--- src/rtl/ddr3_pkg.sv ---
// Shared types and constants for the DDR3 MIG read path.
// Holds the command encodings, the burst alignment mask and the arbiter state type.
// Imported by ddr3_read_arbiter; it has no ports and no logic.
package ddr3_pkg;

    typedef logic [26:0]  ddr_addr_t;
    typedef logic [127:0] ddr_burst_t;

    localparam logic [2:0] CMD_READ  = 3'b001;
    localparam logic [2:0] CMD_WRITE = 3'b000;

    // An 8-word burst starts on an 8-word boundary.
    localparam ddr_addr_t BURST_ALIGN_MASK = 27'h7FFFFF8;

    typedef enum logic [1:0] {
        IDLE  = 2'd0,
        ISSUE = 2'd1,
        WAIT  = 2'd2,
        RESP  = 2'd3
    } arb_state_t;

endpackage

--- src/rtl/ddr3_read_arbiter_rr_picker.sv ---
// Round-robin picker: chooses the first requesting port after last_grant, scanning cyclically.
// Purely combinational, zero latency.
// Ports: req (per-client request), last_grant (previous winner) -> grant (winner index), any (some request present).
module rr_picker #(
    parameter int NUM_PORTS = 2,
    parameter int GW        = (NUM_PORTS > 1) ? $clog2(NUM_PORTS) : 1
) (
    input  logic [NUM_PORTS-1:0] req,
    input  logic [GW-1:0]        last_grant,
    output logic [GW-1:0]        grant,
    output logic                 any
);

    always_comb begin
        grant = '0;
        any   = 1'b0;
        // Offsets 1..NUM_PORTS visit every port once; last_grant itself comes last.
        for (int i = 1; i <= NUM_PORTS; i++) begin
            if (!any && req[(int'(last_grant) + i) % NUM_PORTS]) begin
                any   = 1'b1;
                grant = GW'((int'(last_grant) + i) % NUM_PORTS);
            end
        end
    end

endmodule

--- src/rtl/ddr3_read_arbiter.sv ---
// Shares one DDR3 MIG command/read port among NUM_PORTS read clients, one aligned 8-word burst at a time.
// Ports: clk/reset; client side req/addr in, rd_data/rd_valid out; status busy/timeout_err;
// MIG side ram_address/ram_cmd/ram_en out, ram_rdy/ram_rd_valid/ram_rd_data_end/ram_rd_data in.
module ddr3_read_arbiter
    import ddr3_pkg::*;
#(
    parameter int NUM_PORTS      = 2,
    parameter int TIMEOUT_CYCLES = 1024
) (
    input  logic                   clk,
    input  logic                   reset,
    input  logic [NUM_PORTS-1:0]   req,
    input  logic [NUM_PORTS*27-1:0] addr,
    output ddr_burst_t             rd_data,
    output logic [NUM_PORTS-1:0]   rd_valid,
    output logic                   busy,
    output logic                   timeout_err,
    output ddr_addr_t              ram_address,
    output logic [2:0]             ram_cmd,
    output logic                   ram_en,
    input  logic                   ram_rdy,
    input  logic                   ram_rd_valid,
    input  logic                   ram_rd_data_end,
    input  logic [63:0]            ram_rd_data
);

    localparam int GW  = (NUM_PORTS > 1) ? $clog2(NUM_PORTS) : 1;
    localparam int WDW = $clog2(TIMEOUT_CYCLES) + 1;
    localparam logic [WDW-1:0] WD_LAST = WDW'(TIMEOUT_CYCLES - 1);

    arb_state_t           state_q, state_d;
    logic [GW-1:0]        grant_q, grant_d;
    logic [GW-1:0]        last_grant_q, last_grant_d;
    logic                 ram_en_q, ram_en_d;
    logic [2:0]           ram_cmd_q, ram_cmd_d;
    ddr_addr_t            ram_addr_q, ram_addr_d;
    ddr_burst_t           rd_data_q, rd_data_d;
    logic [NUM_PORTS-1:0] rd_valid_q, rd_valid_d;
    logic                 timeout_q, timeout_d;
    logic [WDW-1:0]       wdog_q, wdog_d;

    logic [GW-1:0] pick;
    logic          pick_any;
    ddr_addr_t     pick_addr;

    rr_picker #(
        .NUM_PORTS (NUM_PORTS),
        .GW        (GW)
    ) u_picker (
        .req        (req),
        .last_grant (last_grant_q),
        .grant      (pick),
        .any        (pick_any)
    );

    assign pick_addr = addr[27*int'(pick) +: 27];

    always_comb begin
        state_d      = state_q;
        grant_d      = grant_q;
        last_grant_d = last_grant_q;
        ram_en_d     = ram_en_q;
        ram_cmd_d    = ram_cmd_q;
        ram_addr_d   = ram_addr_q;
        rd_data_d    = rd_data_q;
        rd_valid_d   = '0;
        timeout_d    = timeout_q;
        wdog_d       = wdog_q;

        unique case (state_q)
            IDLE: begin
                if (pick_any) begin
                    grant_d      = pick;
                    last_grant_d = pick;
                    ram_addr_d   = pick_addr & BURST_ALIGN_MASK;
                    ram_cmd_d    = CMD_READ;
                    ram_en_d     = 1'b1;
                    state_d      = ISSUE;
                end
            end
            ISSUE: begin
                if (ram_en_q && ram_rdy) begin
                    ram_en_d = 1'b0;
                    wdog_d   = '0;
                    state_d  = WAIT;
                end
            end
            WAIT: begin
                if (ram_rd_valid) begin
                    if (ram_rd_data_end) begin
                        rd_data_d[63:0] = ram_rd_data;
                        rd_valid_d      = NUM_PORTS'(1) << grant_q;
                        state_d         = RESP;
                    end else begin
                        rd_data_d[127:64] = ram_rd_data;
                    end
                end
                // An end beat on the watchdog's final cycle still completes normally.
                if (!(ram_rd_valid && ram_rd_data_end)) begin
                    if (wdog_q == WD_LAST) begin
                        timeout_d = 1'b1;
                        state_d   = IDLE;
                    end else begin
                        wdog_d = wdog_q + 1'b1;
                    end
                end
            end
            RESP: begin
                state_d = IDLE;
            end
            default: begin
                state_d = IDLE;
            end
        endcase
    end

    always_ff @(posedge clk or posedge reset) begin
        if (reset) begin
            state_q      <= IDLE;
            grant_q      <= '0;
            last_grant_q <= GW'(NUM_PORTS - 1);
            ram_en_q     <= 1'b0;
            ram_cmd_q    <= 3'b000;
            ram_addr_q   <= '0;
            rd_data_q    <= '0;
            rd_valid_q   <= '0;
            timeout_q    <= 1'b0;
            wdog_q       <= '0;
        end else begin
            state_q      <= state_d;
            grant_q      <= grant_d;
            last_grant_q <= last_grant_d;
            ram_en_q     <= ram_en_d;
            ram_cmd_q    <= ram_cmd_d;
            ram_addr_q   <= ram_addr_d;
            rd_data_q    <= rd_data_d;
            rd_valid_q   <= rd_valid_d;
            timeout_q    <= timeout_d;
            wdog_q       <= wdog_d;
        end
    end

    assign rd_data     = rd_data_q;
    assign rd_valid    = rd_valid_q;
    assign busy        = (state_q != IDLE);
    assign timeout_err = timeout_q;
    assign ram_address = ram_addr_q;
    assign ram_cmd     = ram_cmd_q;
    assign ram_en      = ram_en_q;

endmodule

--- config.mk ---
export PLATFORM = sky130hd
export DESIGN_NAME = ddr3_read_arbiter
export DESIGN_NICKNAME = d
export VERILOG_FILES = /design/src/rtl/ddr3_pkg.sv /design/src/rtl/ddr3_read_arbiter_rr_picker.sv /design/src/rtl/ddr3_read_arbiter.sv
export SDC_FILE = /design/constraint.sdc
export NUM_CORES = 1
export LEC_CHECK = 0
export ABC_AREA = 1
export CAP_MARGIN = 20
export CORE_MARGIN = 4
export CORE_UTILIZATION = 45
export CTS_BUF_LIST = sky130_fd_sc_hd__clkbuf_16
export CTS_CLUSTER_SIZE = 8
export DETAILED_ROUTE_END_ITERATION = 10
export HOLD_SLACK_MARGIN = 0.02
export PLACE_DENSITY_LB_ADDON = 0.05
export SYNTH_ARGS = -nofsm -noshare
export SYNTH_HDL_FRONTEND = slang
export SYNTH_SLANG_ARGS = --single-unit
--- constraint.sdc ---
create_clock -name clk -period 11.1 [get_ports clk]
set_clock_uncertainty 0.2 [all_clocks]
set_input_delay 3.33 -clock clk [delete_from_list [all_inputs] [get_ports clk]]
set_output_delay 3.33 -clock clk [all_outputs]
set_load 0.1 [all_outputs]
-- After elaboration in Yosys (flattened, before gate mapping)
Cells that the tools add are included.
Widths: inputs -> output; s select.
- register bits after elaboration: 172
- word-level logic and storage cells: 73
- reductions and logical operators: 15
- shift-type cells: 2
- add/subtract/negate cells: 3
- equal/unequal tests: 8
- magnitude comparators: 2
- bitwise logic cells: 4
- $mul: 1
- muxes and demuxes: 27
- operator list (cell ; number):
    $shiftx 54x7->27 ; 1
    $mux 11 ; 3
    $pmux 11 s2 ; 1
    $mux 2 ; 9
    $mux 1 ; 12
    $reduce_and 3->1 ; 4
    $add 11x1->11 const B ; 1
    $eq 11x10->1 const B ; 1
    $ne 2x2->1 const B ; 4
    $pmux 2 s4 ; 1
    $lt 2x3->1 const B ; 2
    $mul 5x1->6 const A ; 1
    $reduce_bool 2->1 ; 3
    $eq 2x2->1 const B ; 2
    $reduce_and 2->1 ; 2
    $reduce_and 4->1 ; 1
    $logic_and 1x1->1 ; 3
    $add 1x1->1 const B ; 2
    $and 1x1->1 const A ; 2
    $eq 2x1->1 const B ; 1
    $logic_not 2->1 ; 1
    $not 1->1 ; 2
    $pmux 1 s2 ; 1
    $shl 1x1->2 const A ; 1
    $logic_not 1->1 ; 1

-- Longest topological paths before layout
Gate-level depths: netlist (run 1).
- word-level depth: 11
- mapped depth: 8

-- Cells and area by module
A second synthesis (run 1) with hierarchy kept.
- cell total of the unflattened synthesis: 784
- area total of the unflattened synthesis: 7169.4 um^2
- by module, submodules not included (module ; cells each ; instances ; area each (um^2)):
    ddr3_read_arbiter ; 781 ; 1 ; 7154.4
    rr_picker ; 3 ; 1 ; 15.0

-- Worst setup path before layout (run 1)
OpenSTA, ideal clock, no wires.
- path kind: reg2out
- start: reg state_q[1]
- end: out busy
- path slack: 6494 ps
- arrival time: 1076 ps
- required time: 7570 ps
- cell stages (with the launch flop): 3
- cells stage by stage: dfrtp_1 -> nor2_2 -> inv_1
- cells in the longest elaborated chain, start to end: 1
- ends and longest elaborated chain (what ; RTL line ; text):
    start: declaration ; ddr3_read_arbiter.sv:31 ; arb_state_t state_q, state_d;
    start signal: assignment ; ddr3_read_arbiter.sv:130 ; state_q <= state_d;
    $reduce_bool 2->1 ; ddr3_read_arbiter.sv:145 ; assign busy = (state_q != IDLE);
    end: declaration ; ddr3_read_arbiter.sv:16 ; output logic busy,
No other way between the ends.

-- Final worst setup path (run 1)
Ends and elaborated chain as after synthesis.

==> results of run 1 <==
-- cell usage after synthesis --
cell type,number,area (sq um)
buf_8,1,15.0
nand2_2,5,31.3
nor2_2,1,6.26
nand4_2,1,12.5
o21ai_1,42,210
nand3b_4,1,20.0
o31ai_1,1,7.51
clkbuf_1,3,11.3
nand3_2,1,10.0
nand3b_1,1,7.51
buf_2,11,55.1
nand3_1,16,80.1
inv_4,1,6.26
nor2_1,36,135
or2_1,1,6.26
dfstp_2,1,26.3
o21ai_0,2,10.0
inv_1,75,282
nor2_4,3,33.8
dfrtp_1,171,4280
nand2_1,218,818
o21bai_1,1,7.51
nand4_1,2,12.5
ha_1,1,12.5
buf_6,25,282
buf_4,5,37.5
a21oi_2,1,8.76
conb_1,1,3.75
o21ai_2,97,850
nand2_4,1,11.3
or2_2,2,12.5
a31oi_1,24,150
inv_2,6,22.5
xnor2_1,1,8.76
nor2_8,1,20.0
-- power groups by stage --
stage	clock (mW)	combinational [mW]	sequential [mW]
after global placement	0	0.177	0.652
final	0.610	0.178	0.640
after CTS	0.625	0.179	0.640
after global routing	0.651	0.189	0.641
after detailed placement	0	0.178	0.652
after floorplan	0	0.0427	0.718
-- metal layers --
layer	GRT usage [%]	vias up	wire, um
met2	31.3	194	8620
li1	-	2930	-
met4	7.10	0	387
met1	24.4	2573	7440
met3	7.68	28	1780
met5	0	-	0
-- per-stage QoR --
step                      instance area [sq um]  cells  hold slack [ns]  worst slack, ns  power [mW]
after floorplan                            7520    764            0.203             2.91       0.761
after global placement                    10200   1214            0.218             5.21       0.829
after detailed placement                  10200   1214            0.225             5.20       0.830
after CTS                                 10800   1246            0.233             5.40        1.44
after global routing                      10800   1247            0.251             5.35        1.48
final                                     10800   1247            0.234             5.43        1.43
-- registers in the layout, summed over array words and instances, names as in the netlist --
signal        flops
ram_cmd           1
grant_q           1
state_q           2
last_grant_q      1
ram_address      24
rd_data         128
ram_en            1
timeout_err       1
wdog_q           11
rd_valid          2
-- worst max-delay path: stages (launching register included) --
cell             delay [ns]
dfrtp_1                0.43
nor2_2                 0.09
inv_1                  0.06
clkdlybuf4s50_1        1.13
-- worst min path at each step --
stage	to	slack, ns	startpoint
3_5_place_dp	rd_valid[0]	0.23	grant_q
6_report	rd_valid[0]	0.23	grant_q
5_1_grt	rd_valid[0]	0.25	grant_q
4_1_cts	rd_valid[0]	0.23	grant_q
3_3_place_gp	rd_valid[0]	0.22	grant_q
2_1_floorplan	rd_valid[0]	0.20	grant_q
-- logic make-up (layout without fill, tap and decap cells) --
kind of cell / after synthesis / after routing / share of synthesized area [%]
simple gates: 290 / 290 / 16.2
compound gates: 168 / 168 / 16.6
buf+inv: 127 / 394 / 9.47
other cells: 1 / 5 / 0.0500
fa+ha+maj: 1 / 1 / 0.167
flops: 172 / 172 / 57.4
xor+xnor: 1 / 1 / 0.117
-- cell type report --
class                           instances  area (sq um)  area share, %
Sequential cell                       172          4310           39.8
Timing Repair Buffer                  280          2810           26.0
Multi-Input combinational cell        465          2500           23.1
Clock buffer                           17           425           3.93
Inverter                               82           318           2.94
Tap cell                              216           270           2.50
Clock inverter                         15           183           1.69
-- cell usage in the layout (no fill, tap or decap), types with 2 or more instances in the layout --
cell type / n
clkdlybuf4s50_1: 276
nand2_1: 218
dfrtp_1: 171
o21ai_2: 97
inv_1: 77
o21ai_1: 42
nor2_1: 36
a31oi_1: 24
clkbuf_16: 17
nand3_1: 16
inv_2: 5
nand2_2: 5
conb_1: 5
bufinv_16: 4
nor2_4: 3
clkinv_2: 3
buf_4: 3
inv_4: 2
or2_2: 2
o21ai_0: 2
nand4_1: 2
clkinv_4: 2
clkinvlp_4: 2
==> flow_summary.ini, run 1 <==
[sta]
setup_violations = 0
finalSetupTns_ns = 0
fmax_ghz = 0.176
finalWorstPathRequiredPeriod_ns = 5.67
rsz0062_at_grt = false
relSlewSlack_pct = 28.9
worst_pin_slew_ns = 1.06
slew_viol_final = 0
fin_crit_sh_pct = 51.1
hold_violations = 0

[power_and_ir_drop]
peakVddDrop_uv = 104
switchingPower_mw = 0.360
swShare_pct = 25.2
p_leak_nw = 5.03
p_per_area_nw_per_um2 = 132
p_clk_share_pct = 42.7
intPower_mw = 1.07
p_seq_share_pct = 44.8
power_frac_comb_pct = 12.4

[clock_network]
cts_sinks = 172
cts.clk_slew.worst_paths_ns = 0.07
cts_max_path_buffers = 2
hold_buffers = 0
tritoncts = built
numCtsBuffers = 17
clockRootBuffer = clkbuf_16
h-tree-depth = 4
cts_resized = 0
clock_latency_ns = 0.42
post_cts_buffers = 0

[synthesis]
synth_area_per_cell_sq_um = 9.87
synth_cells = 760
syn_area_sq_um = 7500
synth_seq_cells = 172
ys_seq_area_share_pct = 57.4
synth_cell_types = 35
ys_warn_count = 0

[grt]
grt_overflow_total = 0
grt_start_max_net_pins = 94
first_global_vias = 5631
grt_pass1_wl_um = 28800
grt_usage_pct = 19.7
antenna_found_initial = 0

[floorplanning]
fp-row-count = 46
die_area_sq_um = 18800
die_width_um = 137
core_area_sq_um = 16100
pin_count = 288
die_h_um = 137
start_util_pct = 46.6

[critical_path]
cp.arrival_ns = 2.14
crit_required_ns = 7.57
crit_end = busy
start_kind = flop
cp_max_fo = 4
rr_worst_depth = 6
critPathLaunch = state_q[1]
r2r-end = rd_data[83]
r2r_start = state_q[1]
crit_path_end_kind = primary output
setup.worst_path.class = flop to primary output
regToRegSetupSlack_ns = 8.37

[placed_design]
gp_congestion = 0.756
io_buffers = 276
hpwlAfterDp_um = 13100

[finish]
syn_to_final_growth_pct = 44.2
post-route-util_pct = 67.1
nets = 1144
fill_cells = 1362
drive_above_1_share_pct = 15.0
antennaDiodeCount = 0

[hold_path]
hold_class = flop to flop
hold_depth = 1

[routing]
post_drt_wl_per_cell_um = 14.6
vias = 5725
drt_iter0_markers = 402
totalWireLength_um = 18200
first_pass_iters = 4
vias_per_cell = 4.59
drcViolationCount = 0
ant_nets = 0

[job]
max_cap_violations = 0

[run_status]
run_status = complete, no violations
Note: power is estimated with default switching activity, not from simulation.
==> run 2: changes to the inputs <==
--- a/config.mk
+++ b/config.mk
@@ -8,7 +8,7 @@
 export ABC_AREA = 1
 export CAP_MARGIN = 20
 export CORE_MARGIN = 4
-export CORE_UTILIZATION = 45
+export CORE_UTILIZATION = 44
 export CTS_BUF_LIST = sky130_fd_sc_hd__clkbuf_16
 export CTS_CLUSTER_SIZE = 8
 export DETAILED_ROUTE_END_ITERATION = 10
==> constraint.sdc (replaced) <==
create_clock -name clk -period 5.8 [get_ports clk]
set_clock_uncertainty 0.2 [all_clocks]
set_input_delay 1.74 -clock clk [delete_from_list [all_inputs] [get_ports clk]]
set_output_delay 1.74 -clock clk [all_outputs]
set_load 0.1 [all_outputs]
==> run 2 against run 1 <==
Against the previous run:
- sequential share of layout area hardly changed
- critical endpoint unchanged
- wire length is 1.2% higher
- final cell count is 0.48% higher
- largest power group unchanged
- first-iteration DRC count is 28% lower
- utilization is 2.1 points lower
- via count is 1.8% higher
- final area hardly changed
- clock power is 85% higher
==> flow_summary.ini, run 2 (same netlist as run 1, synthesis figures left out) <==
[run_status]
run_status = complete, no violations

[floorplanning]
die_area_sq_um = 19200
die_width_um = 139
start_util_pct = 45.1
fp-row-count = 47
die_h_um = 139
core_area_sq_um = 16600
pin_count = 288

[clock_network]
post_cts_buffers = 0
tritoncts = built
numCtsBuffers = 17
clockRootBuffer = clkbuf_16
cts.clk_slew.worst_paths_ns = 0.06
hold_buffers = 0
clock_latency_ns = 0.42
cts_max_path_buffers = 2
cts_sinks = 172
cts_resized = 0
h-tree-depth = 4

[grt]
antenna_found_initial = 0
grt_overflow_total = 0
grt_pass1_wl_um = 30200
grt_usage_pct = 19.3
grt_start_max_net_pins = 75
first_global_vias = 5846

[routing]
totalWireLength_um = 18500
post_drt_wl_per_cell_um = 14.7
drt_iter0_markers = 291
vias = 5829
first_pass_iters = 5
ant_nets = 0
drcViolationCount = 0
vias_per_cell = 4.65

[finish]
nets = 1146
antennaDiodeCount = 0
largest_register_ffs = 128
fin_cells = 1253
final_cell_mix = 276 x clkdlybuf4s50_1, 218 x nand2_1, 171 x dfrtp_1, 97 x o21ai_2, 77 x inv_1
final_common_cell = clkdlybuf4s50_1
final_area_sq_um = 10800
regArea_sq_um = 4310
multi_input_area_sq_um = 2500
syn_to_final_growth_pct = 44.2
post-route-util_pct = 65.0
drive_above_1_share_pct = 15.2
fill_cells = 1443

[job]
max_cap_violations = 0

[critical_path]
regToRegSetupSlack_ns = 3.45
setup.worst_path.class = flop to primary output
crit_path_end_kind = primary output
cp.arrival_ns = 2.15
r2r_start = state_q[1]
cp_max_fo = 4
crit_end = busy
crit_required_ns = 3.86
start_kind = flop
r2r-end = rd_data[111]
rr_worst_depth = 6
critPathLaunch = state_q[1]

[sta]
setup_violations = 0
worst_pin_slew_ns = 1.05
fmax_ghz = 0.244
relSlewSlack_pct = 30.0
rsz0062_at_grt = false
hold_violations = 0
fin_crit_sh_pct = 70.6
finalSetupTns_ns = 0
finalWorstPathRequiredPeriod_ns = 4.09
slew_viol_final = 0

[placed_design]
dp.cells = 1221
io_buffers = 276
gp_congestion = 0.797
post_dp_cell_area_sq_um = 10200
hpwlAfterDp_um = 13500

[power_and_ir_drop]
p_leak_nw = 5.02
peakVddDrop_uv = 200
power_frac_comb_pct = 12.6
p_seq_share_pct = 45.4
swShare_pct = 25.8
intPower_mw = 2.00
p_clk_share_pct = 41.9
switchingPower_mw = 0.694
p_per_area_nw_per_um2 = 249

[hold_path]
hold_class = flop to flop
-- run 2: cell type report --
type,instances,area share [%]
Timing Repair Buffer,282,26.2
Clock buffer,17,3.93
Multi-Input combinational cell,465,23.1
Sequential cell,172,39.8
Tap cell,220,2.54
Inverter,82,2.93
Clock inverter,15,1.48
-- run 2: how the worst min path moves through the flow --
stage	end	start	slack, ns	cells past startpoint
finish	ram_cmd[0]	ram_cmd[0]	0.27	1
floorplan	rd_valid[0]	grant_q	0.20	1
CTS	ram_cmd[0]	ram_cmd[0]	0.27	1
global placement	ram_cmd[0]	ram_cmd[0]	0.25	1
detailed placement	ram_cmd[0]	ram_cmd[0]	0.25	1
global route	ram_cmd[0]	ram_cmd[0]	0.27	1
-- run 2: power groups by stage --
stage | clock (mW) | sequential (mW) | combinational [mW]
after floorplan | 0 | 1.37 | 0.0819
after global placement | 0 | 1.25 | 0.343
after detailed placement | 0 | 1.25 | 0.345
after CTS | 1.16 | 1.23 | 0.345
after global routing | 1.21 | 1.23 | 0.362
final | 1.13 | 1.23 | 0.340
-- run 2: critical path: stages, from the launching register on --
cell and delay [ns]:
dfrtp_1 0.43, nor2_2 0.09, inv_1 0.08, clkdlybuf4s50_1 1.14
-- run 2: metrics by stage --
stage	worst slack, ns	hold slack, ns	power, mW
finish	1.71	0.265	2.70
global route	1.62	0.274	2.80
CTS	1.68	0.270	2.73
detailed placement	1.77	0.253	1.59
global placement	1.79	0.248	1.59
floorplan	1.66	0.203	1.46
-- run 2: per-layer routing --
metal	wire, um	track usage, %	vias up
met5	0	0	-
met4	380	6.45	0
met3	1630	6.83	24
met2	8810	31.5	197
met1	7640	24.2	2667
li1	-	-	2941
